File: config.mk
export PLATFORM = sky130hd
export DESIGN_NAME = vga_timing_gen
export DESIGN_NICKNAME = d
export VERILOG_FILES = /design/src/rtl/vga_timing_gen.sv
export SDC_FILE = /design/constraint.sdc
export NUM_CORES = 1
export LEC_CHECK = 0
export CAP_MARGIN = 20
export CORE_MARGIN = 2
export CORE_UTILIZATION = 53
export CTS_CLUSTER_SIZE = 16
export DETAILED_ROUTE_END_ITERATION = 10
export PLACE_DENSITY = 0.76
export SETUP_SLACK_MARGIN = 0.4
export SLEW_MARGIN = 10
export SYNTH_ARGS = -nofsm -noshare
export SYNTH_HDL_FRONTEND = slang
export SYNTH_SLANG_ARGS = --single-unit
File: constraint.sdc
create_clock -name rfr_clk -period 2.85 [get_ports rfr_clk]
set_clock_uncertainty 0.15 [all_clocks]
set_input_delay 0.57 -clock rfr_clk [delete_from_list [all_inputs] [get_ports rfr_clk]]
set_output_delay 0.57 -clock rfr_clk [all_outputs]
set_load 0.02 [all_outputs]
File: src/rtl/vga_timing_gen.sv
// vga_timing_gen: raster timing generator feeding the pixel generator and the
// display sync pins. Counters advance one pixel per pix_en tick; all status
// outputs are registered from the next counter values so they line up with
// pixel_cnt/line_cnt in the same cycle.
//
// Optional macro VGA_SYNC_DELAY_EN: adds one pix_en-loaded register stage on
// h_sync, v_sync, video_on, line_start and frame_start. That stage makes them
// lag the counters by one pixel tick, matching a registered colour stage
// downstream.
//
// Handshake: none. pix_en is a qualifier only; when low, every register
// holds and the start pulses read 0.
module vga_timing_gen #(
  parameter int PIXEL_CTR_W = 9,
  parameter int LINE_CTR_W  = 9,
  parameter int H_ACTIVE    = 640,
  parameter int H_FP        = 16,
  parameter int H_SYNC      = 96,
  parameter int H_BP        = 48,
  parameter int V_ACTIVE    = 480,
  parameter int V_FP        = 10,
  parameter int V_SYNC      = 2,
  parameter int V_BP        = 33,
  parameter int H_SYNC_POL  = 0,
  parameter int V_SYNC_POL  = 0
) (
  input  logic                   rfr_clk,
  input  logic                   reset_n,
  input  logic                   pix_en,
  output logic [PIXEL_CTR_W:0]   pixel_cnt,
  output logic [LINE_CTR_W:0]    line_cnt,
  output logic                   h_sync,
  output logic                   v_sync,
  output logic                   video_on,
  output logic                   line_start,
  output logic                   frame_start
);

  localparam int PW      = PIXEL_CTR_W + 1;
  localparam int LW      = LINE_CTR_W + 1;
  localparam int H_TOTAL = H_ACTIVE + H_FP + H_SYNC + H_BP;
  localparam int V_TOTAL = V_ACTIVE + V_FP + V_SYNC + V_BP;

  localparam logic [PW-1:0] H_LAST    = PW'(H_TOTAL - 1);
  localparam logic [PW-1:0] H_VIS_END = PW'(H_ACTIVE);
  localparam logic [PW-1:0] HS_BEG    = PW'(H_ACTIVE + H_FP);
  localparam logic [PW-1:0] HS_END    = PW'(H_ACTIVE + H_FP + H_SYNC);
  localparam logic [LW-1:0] V_LAST    = LW'(V_TOTAL - 1);
  localparam logic [LW-1:0] V_VIS_END = LW'(V_ACTIVE);
  localparam logic [LW-1:0] VS_BEG    = LW'(V_ACTIVE + V_FP);
  localparam logic [LW-1:0] VS_END    = LW'(V_ACTIVE + V_FP + V_SYNC);

  localparam logic HS_ON = (H_SYNC_POL != 0);
  localparam logic VS_ON = (V_SYNC_POL != 0);

  logic [PW-1:0] pixel_nxt;
  logic [LW-1:0] line_nxt;
  logic          video_nxt, hs_nxt, vs_nxt;
  logic          video_r, hs_r, vs_r;

  // Next raster position and the decodes of that position.
  always_comb begin
    pixel_nxt = pixel_cnt + 1'b1;
    line_nxt  = line_cnt;
    if (pixel_cnt == H_LAST) begin
      pixel_nxt = '0;
      line_nxt  = (line_cnt == V_LAST) ? '0 : line_cnt + 1'b1;
    end
    video_nxt = (pixel_nxt < H_VIS_END) && (line_nxt < V_VIS_END);
    hs_nxt    = (pixel_nxt >= HS_BEG) && (pixel_nxt < HS_END);
    vs_nxt    = (line_nxt >= VS_BEG) && (line_nxt < VS_END);
  end

  // Counter and status registers; reset parks on the last blanking pixel.
  always_ff @(posedge rfr_clk or negedge reset_n) begin
    if (!reset_n) begin
      pixel_cnt <= H_LAST;
      line_cnt  <= V_LAST;
      video_r   <= 1'b0;
      hs_r      <= 1'b0;
      vs_r      <= 1'b0;
    end else if (pix_en) begin
      pixel_cnt <= pixel_nxt;
      line_cnt  <= line_nxt;
      video_r   <= video_nxt;
      hs_r      <= hs_nxt;
      vs_r      <= vs_nxt;
    end
  end

`ifdef VGA_SYNC_DELAY_EN
  logic video_d, hs_d, vs_d, ls_d, fs_d;

  // One-tick delay stage; pulses come from the position held before this tick.
  always_ff @(posedge rfr_clk or negedge reset_n) begin
    if (!reset_n) begin
      video_d <= 1'b0;
      hs_d    <= 1'b0;
      vs_d    <= 1'b0;
      ls_d    <= 1'b0;
      fs_d    <= 1'b0;
    end else if (pix_en) begin
      video_d <= video_r;
      hs_d    <= hs_r;
      vs_d    <= vs_r;
      ls_d    <= (pixel_cnt == '0);
      fs_d    <= (pixel_cnt == '0) && (line_cnt == '0);
    end else begin
      ls_d    <= 1'b0;
      fs_d    <= 1'b0;
    end
  end

  assign video_on    = video_d;
  assign h_sync      = hs_d ? HS_ON : ~HS_ON;
  assign v_sync      = vs_d ? VS_ON : ~VS_ON;
  assign line_start  = ls_d;
  assign frame_start = fs_d;
`else
  logic ls_r, fs_r;

  // Start pulses: high for the cycle after a tick that loads pixel_cnt = 0.
  always_ff @(posedge rfr_clk or negedge reset_n) begin
    if (!reset_n) begin
      ls_r <= 1'b0;
      fs_r <= 1'b0;
    end else if (pix_en) begin
      ls_r <= (pixel_nxt == '0);
      fs_r <= (pixel_nxt == '0) && (line_nxt == '0);
    end else begin
      ls_r <= 1'b0;
      fs_r <= 1'b0;
    end
  end

  assign video_on    = video_r;
  assign h_sync      = hs_r ? HS_ON : ~HS_ON;
  assign v_sync      = vs_r ? VS_ON : ~VS_ON;
  assign line_start  = ls_r;
  assign frame_start = fs_r;
`endif

endmodule

**After elaboration in Yosys (flattened, before gate mapping)**

Index checks and enable logic that the tools add are counted.

- Flip-flop bits (word level): 25
- Input bits: 3
- Output and inout bits: 25
- Logic and storage cells: 30

- Add/sub/neg operators: 2
- $lt $le $gt $ge: 6
- Equality and inequality tests: 2
- Mux-type cells: 7
- Reduce and logical (&&, ||, !) cells: 6

Operator list:

| cell | count |
|---|---|
| $mux W10 | 3 |
| $add A10 B1 Y10 const B | 2 |
| $eq A10 B10 Y1 const B | 2 |
| $logic_not A10 Y1 | 2 |
| $lt A10 B10 Y1 const B | 2 |
| $lt A10 B9 Y1 const B | 2 |
| $ge A10 B10 Y1 const B | 1 |
| $ge A10 B9 Y1 const B | 1 |
| $logic_and A1 B1 Y1 | 4 |
| $mux W1 | 4 |

**Depth between registers and ports, before layout**

Gate-level depths: netlist (run 1).

- Word-level depth: 6
- Mapped depth: 10
- Mapped depth without buffers: 8

**Least setup slack after synthesis (run 1)**

Ideal clock, no wire load.

- Path kind: register to register
- Start: reg pixel_cnt[0]
- End: reg fs_r (netlist: frame_start)
- Setup time: 0.068 ns
- Data arrival time: 2.254 ns
- Data required time: 2.632 ns
- Slack: 0.379 ns
- Stages on the path, launching flop included: 9
- Buffers on the path: 1
- Clock period less this slack: 2.471 ns
- Path through: dfstp_2 ha_1 and4_1 buf_4 and4_4 nor2_1 or3_4 nor4_4 and4_1

- Word-level cells in the longest chain between the ends: 5
- Elaborated cells between the ends (all ways): 8

Ends and longest elaborated chain:

| item | RTL line | RTL |
|---|---|---|
| from (decl) | 30 | `output logic [PIXEL_CTR_W:0] pixel_cnt,` |
| from (signal assigned) | 83 | `pixel_cnt <= pixel_nxt;` |
| $add A10 B1 Y10 / $eq A10 B10 Y1 (equally long branches) | 63, 65 |  |
| $mux W10 | 65 | `if (pixel_cnt == H_LAST) begin` |
| $logic_not A10 Y1 | 129 | `fs_r <= (pixel_nxt == '0) && (line_nxt == '0);` |
| $logic_and A1 B1 Y1 * | 129 |  |
| $mux W1 * | 127 | `end else if (pix_en) begin` |
| to (signal assigned) | 129 |  |
| to (decl) | 120 | `logic ls_r, fs_r;` |

Mark *: on every way between the ends. The rest lies on a longest branch, timed or not.
A chain may end at the register's enable or synchronous reset.

**Final worst setup path (run 1)**

- Start: reg pixel_cnt[1]
- End: reg hs_r

- Word-level cells in the longest chain between the ends: 4
- Elaborated cells between the ends (all ways): 6

Ends and longest elaborated chain:

| item | RTL line | RTL |
|---|---|---|
| $add A10 B1 Y10 / $eq A10 B10 Y1 (equally long branches) | 63, 65 |  |
| $mux W10 * | 65 |  |
| $ge A10 B10 Y1 / $lt A10 B10 Y1 (equally long branches) | 70 | `hs_nxt = (pixel_nxt >= HS_BEG) && (pixel_nxt < HS_END);` |
| $logic_and A1 B1 Y1 * | 70 |  |
| to (signal assigned) | 86 | `hs_r <= hs_nxt;` |
| to (decl) | 59 | `logic video_r, hs_r, vs_r;` |

Marks and branches as above.

==> results.yml, run 1 <==
critical_path:
  crit_arrival_ns: 2.47
  crit_family: "simple AND/OR/NAND/NOR gates"
  crit_chain: "buf_4, nand4_1, nor3_1, xnor2_1, nor2_1, o211ai_1, o32ai_1"
  cp_max_fo: 4
  critPathLaunchType: "flop"
  critPathBufInv: 1
  cp_num_cells: 7
  critical_path_class: "reg2reg"
  rr_worst_depth: 7
  cp-end-kind: "flop"
  ff2ff_setup_slack_ns: 0.47
  crit_slowest_cell: "dfstp_2"
  critical_path_required_ns: 2.95
  slowest_delay_ns: 0.61
placed_design:
  finalWeightedCongestion: 0.872
  dp_hpwl_um: 3040
  dp_slack_ns: 0.230
  place_area_mm2: 0.00203
  place_inst: 255
  portBuffers: 27
floorplanning:
  die_x_um: 61.3
  die_h_um: 61.3
  die_area_mm2: 0.00376
  row_count: 20
  ios: 28
  core_mm2: 0.00310
  start_util_pct: 56.2
global_route:
  antenna_found_initial: 0
  grt_usage_pct: 24.6
  grt_pass1_wl_um: 6900
  grt_max_degree: 26
  overflow: 0
  grt_pass1_vias: 1433
timing:
  fin_ws_ns: 0.473
  period_needed_ns: 2.38
  tightest_slew_ns: 0.477
  rsz0062_at_grt: "true"
  period_share_pct: 83.4
  setup_viol: 0
  timing.slew.headroom_pct: 68.1
  setup_tns_ns: 0
  hold_ws_ns: 0.379
  max_freq_mhz: 421
  hold_violations: 0
  slew_violations: 0
power:
  power_frac_seq_pct: 47.5
  p_sw_mw: 0.436
  p_int_mw: 0.686
  power_density_mw_per_mm2: 524
  peakVddDrop_mv: 0.413
  p_total_mw: 1.12
  switching_share_pct: 38.9
  p_leak_nw: 0.830
  combPwrFrac_pct: 37.7
  clockPowerShare_pct: 14.8
layout:
  syn_to_final_growth_pct: 22.8
  antenna_cells: 0
  fin_util_pct: 69.0
  nNetsFinal: 229
  drive_above_1_share_pct: 18.6
  final_cell_area_mm2: 0.00214
  layout_common_cells: "clkdlybuf4s50_1 (27), nand2_1 (21), nor2_1 (17)"
  finalNonFillerCells: 265
  layout_commonest_cell: "clkdlybuf4s50_1"
status:
  status: "completed"
logic_synthesis:
  synth_fp_nets: 204
  syn_inst: 197
  ys_warn_count: 0
  ys_ff_latch: 25
  seq_area_frac_synth_pct: 36.6
  async_reset_ff_share_pct: 100
  ys.flop_type: "dfrtp_1"
  synth_edf_count: 0
  synth.distinct_cells: 51
  synth.cell_area_mm2: 0.00174
  synth.avg_cell_area_um2: 8.85
routing:
  drt_first_pass_iters: 4
  drtAntennaViolNets: 0
  drtIter0Drc: 152
  remaining_drc_errors: 0
  num_vias: 1580
  viasPerCell: 5.96
  avgRoutedWirePerCell_um: 16.0
  wl_um: 4240
flow_run:
  maxCapViolations: 0
clocking:
  cts_htree_levels: 1
  insertion_delay_ns: 0.33
  clockBufferDepth: 2
  cts_sinks: 25
  cts_tree: "built"
  clk_pin_slew_ns: 0.14
  hold_buffers: 0
  cts_made_buffers: 3
  cts-root-buf: "clkbuf_4"
hold_path:
  hold_path.class: "reg2reg"
  hold_depth: 2
sequential cells by signal, indices dropped and copies added, names as in the netlist:
name         flops
line_start       1
video_on         1
line_cnt        10
pixel_cnt       10
hs_r             1
frame_start      1
vs_r             1
kinds of logic (layout without fill, tap and decap cells):
logic type | count (synthesis) | in the layout | synth area share, %
compound gates | 41 | 41 | 16.8
xor+xnor | 17 | 17 | 8.54
fa+ha+maj | 4 | 4 | 2.87
buf+inv | 24 | 48 | 5.81
flops | 25 | 25 | 36.6
mux | 4 | 4 | 2.51
simple gates | 82 | 82 | 26.8
worst paths after layout:
check / start / end
worst min register to register: hs_r$_DFFE_PN0P_ / hs_r$_DFFE_PN0P_
worst min-delay path: hs_r$_DFFE_PN0P_ / hs_r$_DFFE_PN0P_
worst max register to register: pixel_cnt[1]$_DFFE_PN1P_ / hs_r$_DFFE_PN0P_
max in group asynchronous: reset_n / line_cnt[2]$_DFFE_PN1P_
min in group asynchronous: reset_n / line_cnt[5]$_DFFE_PN0P_
worst max-delay path: pixel_cnt[1]$_DFFE_PN1P_ / hs_r$_DFFE_PN0P_
power groups by stage:
stage                     sequential, mW  combinational [mW]  clock [mW]
final                              0.534               0.423       0.166
after global routing               0.546               0.455       0.191
after CTS                          0.533               0.401       0.172
after detailed placement           0.535               0.387           0
after global placement             0.528               0.373           0
after floorplan                    0.544               0.228           0
layer usage:
metal / track usage, % / share of wire [%] / routed length, um / up-vias
met3: 2.52 / 6.3 / 266 / 5
li1: - / - / - / 762
met2: 35.9 / 45 / 1910 / 56
met1: 38.6 / 48 / 2020 / 757
met4: 6.69 / 0.99 / 42 / 0
met5: 0 / 0 / 0 / -
worst reg2reg max path, cell delays in order (launching register included):
cell and delay [ns]:
dfstp_2 0.61, buf_4 0.13, nand4_1 0.22, nor3_1 0.28, xnor2_1 0.09, nor2_1 0.34, o211ai_1 0.19, o32ai_1 0.29
cells in the mapped netlist (all sizes together) (2+ instances only):
cell / instances / area, um2
dfstp: 10 / 263
dfrtp: 15 / 375
nor4b: 2 / 17.5
nor2b: 2 / 12.5
nand3: 10 / 50.1
buf: 8 / 41.3
or3: 3 / 23.8
nor3: 7 / 45.0
a21oi: 5 / 25.0
a31oi: 3 / 18.8
nand4b: 2 / 32.5
o211ai: 3 / 22.5
inv: 7 / 26.3
o32ai: 3 / 33.8
and4: 3 / 28.8
nor2: 18 / 67.6
nand4: 8 / 56.3
xor2: 5 / 43.8
ha: 4 / 50.1
mux2: 3 / 33.8
o21ai: 10 / 50.1
clkbuf: 9 / 33.8
and2: 3 / 18.8
nand2: 21 / 78.8
xnor2: 12 / 105
a211oi: 4 / 30.0
final cells by class:
| cell class | count | area, um2 |
|---|---|---|
| Multi-Input combinational cell | 148 | 1050 |
| Fill cell | 272 | 962 |
| Sequential cell | 25 | 639 |
| Timing Repair Buffer | 37 | 345 |
| Tap cell | 44 | 55.1 |
| Inverter | 7 | 26.3 |
| Clock buffer | 3 | 22.5 |
| Clock inverter | 1 | 5.00 |
what timing repair did:
| item | CTS | global route |
|---|---|---|
| pin swaps | 2 | 2 |
| endpoints found under the hold margin | 0 | 0 |
| setup endpoints to repair | 4 | 5 |
| buffers inserted | 3 | 3 |
| resized for setup | 5 | 5 |
(Power assumes the default switching activity.)
==> run 2: changes to the inputs <==
Clock period 2.85 ns to 2.2 ns, I/O delays scaled along.
==> results.yml, run 2 (synthesis results as in run 1) <==
timing:
  setup_tns_ns: -0.419
  setup_viol: 6
  hold_violations: 0
  tightest_slew_ns: 0.455
  rsz0062_at_grt: "true"
  slew_violations: 0
  period_share_pct: 106
  timing.slew.headroom_pct: 69.5
  max_freq_mhz: 430
  fin_ws_ns: -0.127
  period_needed_ns: 2.33
clocking:
  clockBufferDepth: 2
  cts_htree_levels: 1
  cts_made_buffers: 3
  clk_pin_slew_ns: 0.13
  insertion_delay_ns: 0.32
  cts_sinks: 25
  cts_tree: "built"
  hold_buffers: 0
  cts-root-buf: "clkbuf_4"
routing:
  remaining_drc_errors: 0
  drt_first_pass_iters: 6
  num_vias: 2100
  drtIter0Drc: 245
  wl_um: 6540
  viasPerCell: 6.50
  avgRoutedWirePerCell_um: 20.2
  drtAntennaViolNets: 0
placed_design:
  portBuffers: 27
  dp_hpwl_um: 3500
  place_area_mm2: 0.00233
  finalWeightedCongestion: 0.936
global_route:
  grt_max_degree: 26
  overflow: 0
  antenna_found_initial: 0
  grt_pass1_wl_um: 8550
  grt_usage_pct: 30.6
  grt_pass1_vias: 1868
status:
  violations: "setup timing"
  status: "finished with violations"
floorplanning:
  core_mm2: 0.00310
  row_count: 20
  start_util_pct: 56.2
  die_x_um: 61.3
  die_h_um: 61.3
  ios: 28
  die_area_mm2: 0.00376
power:
  p_leak_nw: 1.24
  power_frac_seq_pct: 36.4
  peakVddDrop_mv: 0.723
  p_int_mw: 1.08
  power_density_mw_per_mm2: 639
  clockPowerShare_pct: 11.9
  switching_share_pct: 38.5
  combPwrFrac_pct: 51.7
  p_sw_mw: 0.675
  p_total_mw: 1.75
critical_path:
  critical_path_required_ns: 2.28
  slowest_delay_ns: 0.61
  crit_chain: "ha_4, and4_4, and4_4, buf_6, a211oi_4, o211ai_1, a221oi_1, and4_1"
  crit_slowest_cell: "dfstp_2"
  critPathBufInv: 1
  crit_family: "simple AND/OR/NAND/NOR gates"
  cp-end-kind: "flop"
  cp_max_fo: 6
  crit_path_frequent_cell: "and4_4"
  critPathLaunchType: "flop"
  critical_path_class: "reg2reg"
  crit_arrival_ns: 2.40
layout:
  nNetsFinal: 287
  layout_common_cells: "buf_4 (55), buf_6 (22), nand2_1 (19)"
  syn_to_final_growth_pct: 57.4
  layout_commonest_cell: "buf_4"
  top_regs: "line_cnt: 10 flops, pixel_cnt: 10 flops"
  final_cell_area_mm2: 0.00274
  drive_above_1_share_pct: 49.8
  antenna_cells: 0
  num-fill-cells: 153
hold_path:
  hold_path.class: "in2async"
flow_run:
  maxCapViolations: 0
[run 2: changes by cell type in the layout (fill, tap and decap cells not counted), moves of 3 or more]
cell / before / now
buf_6: 0 / 22
dfrtp_1: 14 / 11
dfrtp_2: 1 / 4
buf_2: 0 / 4
clkdlybuf4s50_1: 27 / 4
o21ai_2: 0 / 3
buf_4: 10 / 55
dlygate4sd2_1: 0 / 6
o21ai_0: 9 / 4
nor2_1: 17 / 13
nor2_2: 1 / 4
[run 2: path summary, 6_finish.rpt]
path	cells after the start	from	slack (ns)	endpoint
worst max-delay path	8	pixel_cnt[0]$_DFFE_PN1P_	-0.13	frame_start$_DFF_PN0_
worst min-delay path	2	reset_n	0.32	line_cnt[4]$_DFFE_PN0P_
worst max register to register	8	pixel_cnt[0]$_DFFE_PN1P_	-0.13	frame_start$_DFF_PN0_
worst min register to register	2	vs_r$_DFFE_PN0P_	0.38	vs_r$_DFFE_PN0P_
max in group asynchronous	2	reset_n	1.28	line_cnt[9]$_DFFE_PN1P_
min in group rfr_clk	2	vs_r$_DFFE_PN0P_	0.38	vs_r$_DFFE_PN0P_
[run 2: cell type report]
cell class | instances | area [um2] | share of cell area, %
Clock buffer | 4 | 26.3 | 0.958
Inverter | 7 | 26.3 | 0.958
Multi-Input combinational cell | 148 | 1180 | 43.2
Sequential cell | 25 | 643 | 23.4
Tap cell | 44 | 55.1 | 2.01
Timing Repair Buffer | 95 | 808 | 29.5
[run 2: metal layers]
metal	up-vias	global-route usage, %	routed length (um)
li1	876	-	-
met1	986	35.0	2370
met2	167	55.5	3200
met3	71	3.78	466
met4	0	15.8	502
met5	-	0	0
[run 2: what timing repair did]
item                       in CTS  in global routing
pin swaps                      11                 10
resized for setup              97                 47
gates cloned                    0                  0
setup buffers                  18                 10
setup endpoints to repair      44                 36
[run 2: through the flow]
| step | util [%] | instances | hold WS [ns] | setup WS (ns) |
|---|---|---|---|---|
| after floorplan | - | 197 | -0.00559 | -0.0611 |
| after detailed placement | 75.2 | 291 | 0.336 | -0.0582 |
| final | 88.4 | 323 | 0.318 | -0.127 |
| after CTS | 82.1 | 313 | 0.317 | -0.0110 |
| after global placement | 75.2 | 291 | 0.341 | 0.00427 |
| after global routing | 88.4 | 323 | 0.347 | -0.253 |
[run 2: power groups by stage]
stage | clock (mW) | sequential [mW] | combinational (mW)
final | 0.209 | 0.638 | 0.906
after global routing | 0.233 | 0.645 | 0.956
after CTS | 0.213 | 0.619 | 0.782
after detailed placement | 0 | 0.644 | 0.687
after global placement | 0 | 0.642 | 0.672
after floorplan | 0 | 0.711 | 0.317
